===== src/rtl/mem_arb.sv =====
// Two-port Avalon-MM arbiter in front of a single memory slave port.
// Round-robin grant with a per-grant transfer cap; owner never changes while reads are in flight.
module mem_arb #(
  parameter int unsigned ADDR_WIDTH  = 20,
  parameter int unsigned DATA_WIDTH  = 16,
  parameter int unsigned BE_WIDTH    = DATA_WIDTH / 8,
  parameter int unsigned OUTST_WIDTH = 4,
  parameter int unsigned MAX_BURST   = 8
) (
  input  logic                  clock,
  input  logic                  reset_n,
  input  logic [ADDR_WIDTH-1:0] m0_address,
  input  logic [BE_WIDTH-1:0]   m0_byteenable,
  input  logic                  m0_read,
  input  logic                  m0_write,
  input  logic [DATA_WIDTH-1:0] m0_writedata,
  output logic [DATA_WIDTH-1:0] m0_readdata,
  output logic                  m0_readdataready,
  output logic                  m0_waitrequest,
  input  logic [ADDR_WIDTH-1:0] m1_address,
  input  logic [BE_WIDTH-1:0]   m1_byteenable,
  input  logic                  m1_read,
  input  logic                  m1_write,
  input  logic [DATA_WIDTH-1:0] m1_writedata,
  output logic [DATA_WIDTH-1:0] m1_readdata,
  output logic                  m1_readdataready,
  output logic                  m1_waitrequest,
  output logic [ADDR_WIDTH-1:0] s_address,
  output logic [BE_WIDTH-1:0]   s_byteenable,
  output logic                  s_read,
  output logic                  s_write,
  output logic [DATA_WIDTH-1:0] s_writedata,
  input  logic [DATA_WIDTH-1:0] s_readdata,
  input  logic                  s_readdataready,
  input  logic                  s_waitrequest
);

  localparam int unsigned BURST_WIDTH = $clog2(MAX_BURST + 1);
  localparam logic [OUTST_WIDTH-1:0] OUTST_MAX = '1;
  localparam logic [BURST_WIDTH-1:0] BURST_CAP = BURST_WIDTH'(MAX_BURST);

  typedef enum logic [1:0] {IDLE, GRANT0, GRANT1, DRAIN} state_t;

  state_t                 state, state_nxt;
  logic [OUTST_WIDTH-1:0] outst, outst_nxt;
  logic [BURST_WIDTH-1:0] burst_cnt, burst_nxt;
  logic                   owner, owner_nxt;
  logic                   granted, granted_nxt;

  logic req0, req1, sel_read, sel_write, sel_req, other_req;
  logic in_grant, read_block, cap_hit, sel_wait, acc_read, accepted;

  assign req0      = m0_read | m0_write;
  assign req1      = m1_read | m1_write;
  assign sel_read  = owner ? m1_read  : m0_read;
  assign sel_write = owner ? m1_write : m0_write;
  assign sel_req   = owner ? req1 : req0;
  assign other_req = owner ? req0 : req1;
  assign in_grant  = (state == GRANT0) || (state == GRANT1);

  // Address/data always follow the owner; only the strobes are gated.
  assign s_address    = owner ? m1_address    : m0_address;
  assign s_byteenable = owner ? m1_byteenable : m0_byteenable;
  assign s_writedata  = owner ? m1_writedata  : m0_writedata;
  assign m0_readdata  = s_readdata;
  assign m1_readdata  = s_readdata;

  // Returns go to the last granted master; before any grant they go to master 0.
  assign m0_readdataready = s_readdataready & ~(owner & granted);
  assign m1_readdataready = s_readdataready &  (owner & granted);

  always_ff @(posedge clock) begin
    if (!reset_n) begin
      state     <= IDLE;
      outst     <= '0;
      burst_cnt <= '0;
      owner     <= 1'b1;
      granted   <= 1'b0;
    end else begin
      state     <= state_nxt;
      outst     <= outst_nxt;
      burst_cnt <= burst_nxt;
      owner     <= owner_nxt;
      granted   <= granted_nxt;
    end
  end

  always_comb begin
    state_nxt   = state;
    owner_nxt   = owner;
    granted_nxt = granted;
    burst_nxt   = burst_cnt;
    outst_nxt   = outst;

    read_block = sel_read & (outst == OUTST_MAX);
    // Once the cap is reached with a competitor waiting, no further transfer is accepted.
    cap_hit    = (burst_cnt == BURST_CAP) & other_req;
    s_read     = in_grant & sel_read & ~read_block & ~cap_hit;
    s_write    = in_grant & sel_write & ~cap_hit;
    sel_wait   = s_waitrequest | read_block | cap_hit;
    m0_waitrequest = (state != GRANT0) | sel_wait;
    m1_waitrequest = (state != GRANT1) | sel_wait;
    acc_read   = s_read & ~s_waitrequest;
    accepted   = (s_read | s_write) & ~s_waitrequest;

    if (acc_read && !s_readdataready) begin
      outst_nxt = outst + OUTST_WIDTH'(1);
    end else if (!acc_read && s_readdataready && (outst != '0)) begin
      outst_nxt = outst - OUTST_WIDTH'(1);
    end

    case (state)
      IDLE: begin
        if (req0 && (!req1 || owner)) begin
          state_nxt   = GRANT0;
          owner_nxt   = 1'b0;
          granted_nxt = 1'b1;
          burst_nxt   = '0;
        end else if (req1) begin
          state_nxt   = GRANT1;
          owner_nxt   = 1'b1;
          granted_nxt = 1'b1;
          burst_nxt   = '0;
        end
      end
      GRANT0, GRANT1: begin
        if (accepted && (burst_cnt != BURST_CAP)) begin
          burst_nxt = burst_cnt + BURST_WIDTH'(1);
        end
        if (!sel_req || cap_hit) begin
          state_nxt = (outst_nxt != '0) ? DRAIN : IDLE;
        end
      end
      DRAIN: begin
        if (outst == '0) begin
          state_nxt = IDLE;
        end
      end
      default: state_nxt = IDLE;
    endcase
  end

endmodule


===== config.mk =====
export PLATFORM = sky130hd
export DESIGN_NAME = mem_arb
export DESIGN_NICKNAME = d
export VERILOG_FILES = /design/src/rtl/mem_arb.sv
export SDC_FILE = /design/constraint.sdc
export NUM_CORES = 1
export LEC_CHECK = 0
export ABC_CLOCK_PERIOD_IN_PS = 2300
export CELL_PAD_IN_SITES_DETAIL_PLACEMENT = 1
export CELL_PAD_IN_SITES_GLOBAL_PLACEMENT = 2
export CORE_MARGIN = 2
export CORE_UTILIZATION = 13
export CTS_CLUSTER_DIAMETER = 100
export DETAILED_ROUTE_END_ITERATION = 10
export PLACE_DENSITY_LB_ADDON = 0.12
export SKIP_LAST_GASP = 1
export SLEW_MARGIN = 20
export SYNTH_ARGS = -nofsm -noshare
export SYNTH_HDL_FRONTEND = slang
export SYNTH_SLANG_ARGS = --single-unit

===== constraint.sdc =====
create_clock -name clock -period 2.3 [get_ports clock]
set_input_delay 0.46 -clock clock [delete_from_list [all_inputs] [get_ports clock]]
set_output_delay 0.46 -clock clock [all_outputs]
set_load 0.01 [all_outputs]

Word level (Yosys, flattened, before mapping) --
Index checks and enable logic that the tools add are counted.
Cells by class: bitwise operators 23, equal/unequal tests 12, reduce and logical (&&, ||, !) cells 22, $add $sub $neg 3, muxes and demuxes 22
Operator list (count):
- 2-to-1 mux 20 bit | 1
- 2-to-1 mux 4 bit | 5
- 2-to-1 mux 16 bit | 1
- bitwise AND 1 bit | 12
- 2-to-1 mux 2 bit | 6
- adder 4 x 1 -> 4 bit (second input constant) | 2
- == test 4 bit (second input constant) | 2
- != test 2 bit (second input constant) | 4
- one-hot mux 4 bit (2 select lines) | 1
- nonzero test 4 bit | 2
- 2-to-1 mux 1 bit | 7
- bitwise OR 1 bit | 7
- one-hot mux 2 bit (3 select lines) | 1
- AND reduction 3 bit | 2
- logical AND 1 bit | 5
- == test 2 bit (second input constant) | 2
- zero test 1 bit | 4
- zero test 4 bit | 1
- != test 4 bit (second input constant) | 1
- inverter 1 bit | 4
- nonzero test 2 bit | 2
- subtractor 4 x 1 -> 4 bit (second input constant) | 1
- logical OR 1 bit | 3
- != test 3 bit (second input constant) | 1
- 5 further kinds | 5
Storage, ports and cells: bits of input ports 100, output and inout port bits 76, word-level logic and storage cells 87, flip-flop bits (word level) 12

Depth between registers and ports, before layout --
word-level depth 15, mapped depth 9, mapped depth without buffers 8

Worst setup path after synthesis --
Ideal clock, no wire load.
path kind reg2reg, start reg state[0], end reg state[0], clock period less this slack 2.172 ns, setup time 0.131 ns, buffers on the path 2, arrival time 2.041 ns, setup slack 0.128 ns, stages on the path, launching flop included 10, data required time 2.169 ns, path through dfxtp_1 -> inv_1 -> ha_1 -> buf_2 -> o31ai_2 -> or3_1 -> buf_6 -> mux2_4 -> a221oi_2 -> a31oi_1
Between the ends: cells in the longest elaborated chain, start to end 15, elaborated cells between the ends (all ways) 24, classes of those cells eq/ne (6); mux (5); bitwise (4); reduce/logical (9)
RTL lines:
- start: declaration | RTL line 44 | state_t state, state_nxt;
- start signal: assignment | RTL line 80 | state <= state_nxt;
- == test 2 x 1 -> 1 bit / == test 2 bit (equally long branches) | RTL line 59, 112
- logical OR 1 bit | RTL line 59 | assign in_grant = (state == GRANT0) || (state == GRANT1);
- bitwise AND 1 bit (3 in series) | RTL line 98 | s_read = in_grant & sel_read & ~read_block & ~cap_hit;
- bitwise AND 1 bit | RTL line 103 | acc_read = s_read & ~s_waitrequest;
- zero test 1 bit | RTL line 108 | end else if (!acc_read && s_readdataready && (outst != '0)) begin
- logical AND 1 bit (2 in series) | RTL line 108
- 2-to-1 mux 4 bit | RTL line 108
- 2-to-1 mux 4 bit | RTL line 106 | if (acc_read && !s_readdataready) begin
- nonzero test 4 bit | RTL line 131 | state_nxt = (outst_nxt != '0) ? DRAIN : IDLE;
- 2-to-1 mux 2 bit | RTL line 131
- 2-to-1 mux 2 bit | RTL line 130 | if (!sel_req || cap_hit) begin
- one-hot mux 2 bit (3 select lines) | RTL line 112 | case (state)
Parallel ways exist; a longest one is shown, timed or not. The select of a mux whose other input is x is not followed. A chain may end at the register's enable or synchronous reset.

Worst setup path in the final report --
start in s_readdataready, end out m1_readdataready
Between the ends: cells in the longest elaborated chain, start to end 1
RTL lines:
- start: declaration | RTL line 34 | input logic s_readdataready,
- bitwise AND 1 bit | RTL line 70 | assign m1_readdataready = s_readdataready & (owner & granted);
- end: declaration | RTL line 26 | output logic m1_readdataready,
No other way between the ends.

==> summary.md <==
| Metric | Value |
|---|---|
| Max FO, Critical Path | 4 |
| Worst-path cell chain | clkdlybuf4s50_1 -> buf_4 -> and3_1 -> clkdlybuf4s50_1 |
| Pwr Total | between 2000 and 3000 uW |
| Crit path kind | in2out |
| Post-Synthesis Cells | 211 |
| Clk_lat worst skew | roughly 240 ps |
| Most frequent cells in the layout | clkdlybuf4s50_1, mux2_2, buf_4, nor2_1, nand2_1 |
| Clk pin slew, worst setup/hold paths | 50 ps |
| Most common flop cell mapped by yosys | dfxtp_1 |
| Area growth from synthesis to layout | 96.42% |
| Number of synthesized flops with an enable pin | 0 |
| RSZ-0062 raised after global routing | true |
| Total gr overflow | 0 |
| Max Cap Viol | 0 |
| Nets | 448 |
| Fill count | ~1500 |
| Core Area | 13190 um^2 |
| Tcrit/Tclk final | 0.9729 |
| Total GRT Usage | 0.1090 |
| CP top delay family | buffers and inverters |
| Share of layout cells above drive strength 1 | 0.2979 |
| Row count | 42 |
| Die Span X | 119.9 um |
| Fin Setup TNS | 0 ps |
| Smallest hold slack | about 460 ps |
| Initial drt markers | 24 |
| Synthesized cell area | between 1500 and 2000 um^2 |
| CTS Buffer Depth | 2 |
| PD cells | just under 800 nW/um^2 |
| Post-route DRC | 0 |
| Asr flop ratio synth | 0 |
| Final setup fails | 0 |
| Final hold violation count | 0 |
| I/O Buffers | 127 |
| Clock sinks | 12 |
| Via Count | roughly 2000 |
| Fin crit period | 2238 ps |
| Post-synthesis sequential area ratio | 0.1375 |
| Vias in the first global route | 2255 |
| Drt total wl | 8045 um |
| Die span in y | 119.9 um |
| CP peak stage delay | 530 ps |
| Post-DP HPWL | approximately 7000 um |
| Mapped Nets | 319 |
| Crit-path most repeated cell | clkdlybuf4s50_1 |
| Cell area after layout | around 3400 um^2 |
| Worst Path Arrival | around 1800 ps |
| Register bit total from synthesis | 12 |
| Clock skew | 2.358 ps |
| Synth warn | 0 |
| Crit. End Element | output port |
| Routed WL per cell | 15.53 um |
| # IOs | between 150 and 200 |
| First-pass GRT wire length | 12120 um |
| Die area | 14380 um^2 |
| Max Freq | 446.9 MHz |
| VDD IR-drop max | 0.2738 mV |
| Syn_area_per_cell | 8.278 um^2 |
| Hold Path Class | reg2reg |
| Final core occ | 0.2601 |
| H-Tree Level Count | 1 |
| Largest net degree at the start of global routing | 24 |
| Post-route ant nets | 0 |
| Outcome | completed |
| Gp weighted congestion | around 0.76 |
| Tightest Pin Transition | 390.2 ps |
| Routed vias/inst | 3.842 |
| CTS tree | yes |
| P_leak | 0.001361 uW |
| Crit path max-delay cell type | clkdlybuf4s50_1 |
| Worst setup SP type | input port |
| WP buf/inv | 3 |
| Unique masters post-synth | 45 |
| WP data required | between 1500 and 2000 ps |
| Starting Density | 0.1324 |
| Root buf cell | clkbuf_16 |
| Total CTS buffers | 3 |
| Placed Area | 3231 um^2 |
| Commonest non-fill, non-tap cell in the layout | clkdlybuf4s50_1 |
| Slew HR | 0.7331 |
| Antenna violations before repair | 3 |
| Fin. max-slew vios | 0 |
| Number of detailed-route iterations in the first pass | 4 |
[state kept, by name, indices dropped and copies added, names as in the netlist]
| register | cells |
|---|---|
| outst | 4 |
| granted | 1 |
| state | 2 |
| owner | 1 |
| burst_cnt | 4 |
[what timing repair did]
| item | CTS | global route |
|---|---|---|
| setup buffers | 0 | 2 |
| endpoints found under the setup margin | 13 | 21 |
| hold buffers | 0 | 0 |
| hold endpoints to repair | 0 | 0 |
| pin swaps | 3 | 2 |
| resized for setup | 15 | 13 |
| cloned | 1 | 0 |
[synthesized netlist by cell type, types with 2 or more instances]
cell type  instances  area, um^2
dfxtp_1           12       240.2
inv_1              9       33.78
and2_1             2       12.51
nor2_1            15       56.30
clkbuf_1           4       15.01
a21boi_0           3       22.52
nor2b_1            3       18.77
a21oi_1            7       35.03
nand2_1           11       41.29
buf_2              2       10.01
mux2_2            40       450.4
mux2i_1            4       40.04
ha_1               8       100.1
a31oi_1            3       18.77
xnor2_1            4       35.03
o211ai_1           4       30.03
buf_4             33       247.7
buf_1              2       7.510
o22ai_1            2       12.51
o21ai_0            7       35.03
nand3_1            3       15.01
nor3_1             5       25.02
and3_1             6       37.54
[layer usage]
layer / part of all wire / vias up / routed length [um] / track usage
li1: - / 981 / - / -
met1: 0.38 / 910 / 3095 / 0.1159
met2: 0.50 / 97 / 3999 / 0.1978
met3: 0.11 / 2 / 914 / 0.05133
met4: 0.0045 / 0 / 36 / 0.01838
met5: 0 / - / 0 / 0
[final timing paths]
path | startpoint | end | slack [ps] | depth (start not counted)
setup reg to reg | outst[1] | state[1] | 80 | 8
hold reg to reg | granted | granted | 460 | 2
setup / recovery | s_readdataready | m1_readdataready | 60 | 4
hold / removal | granted | granted | 460 | 2
[report_power, final]
group	switching, uW	internal [uW]	leakage [uW]
clock network	110	264	0.0000442
logic	862	1140	0.00122
registers	64.9	265	0.0000988
total	1040	1670	0.00136
[layout make-up]
type / instances / area [um^2] / share of cell area
tap: 176 / 220.2 / 0.06419
antenna: 3 / 7.507 / 0.002188
sequential: 12 / 245.2 / 0.07148
inverter: 9 / 33.78 / 0.009847
clock buffer: 4 / 88.84 / 0.02589
multi-input combinational: 148 / 1254 / 0.3654
timing repair buffer: 166 / 1582 / 0.4610
[cell families (layout without fill, tap and decap cells)]
| logic type | after synthesis | in the layout | share of synthesized area |
|---|---|---|---|
| XOR/XNOR | 4 | 4 | 0.02006 |
| adder cells (fa/ha/maj) | 8 | 8 | 0.05731 |
| multiplexers | 45 | 45 | 0.2894 |
| other | 0 | 3 | 0 |
| flip-flops | 12 | 12 | 0.1375 |
| buffers and inverters | 51 | 179 | 0.1862 |
| AO/OA/AOI/OAI | 36 | 36 | 0.1433 |
| AND/OR/NAND/NOR | 55 | 55 | 0.1662 |
[per-stage QoR]
stage	worst slack, ps	cells
2_1_floorplan	128.4	211
3_3_place_gp	-424.0	508
3_5_place_dp	-453.4	508
4_1_cts	-32.89	513
5_1_grt	-50.00	516
6_report	62.24	518
[worst reg2reg max path, delay by kind of cell, from the launching register on]
family                     cells  cell delay (ps)
and+or+nand+nor                2              670
muxes                          2              420
AOI/OAI and AO/OA              2              380
DFF                            1              340
adders and majority gates      1              190
buffers and inverters          1               80
Power figures use the tool's default switching activity.
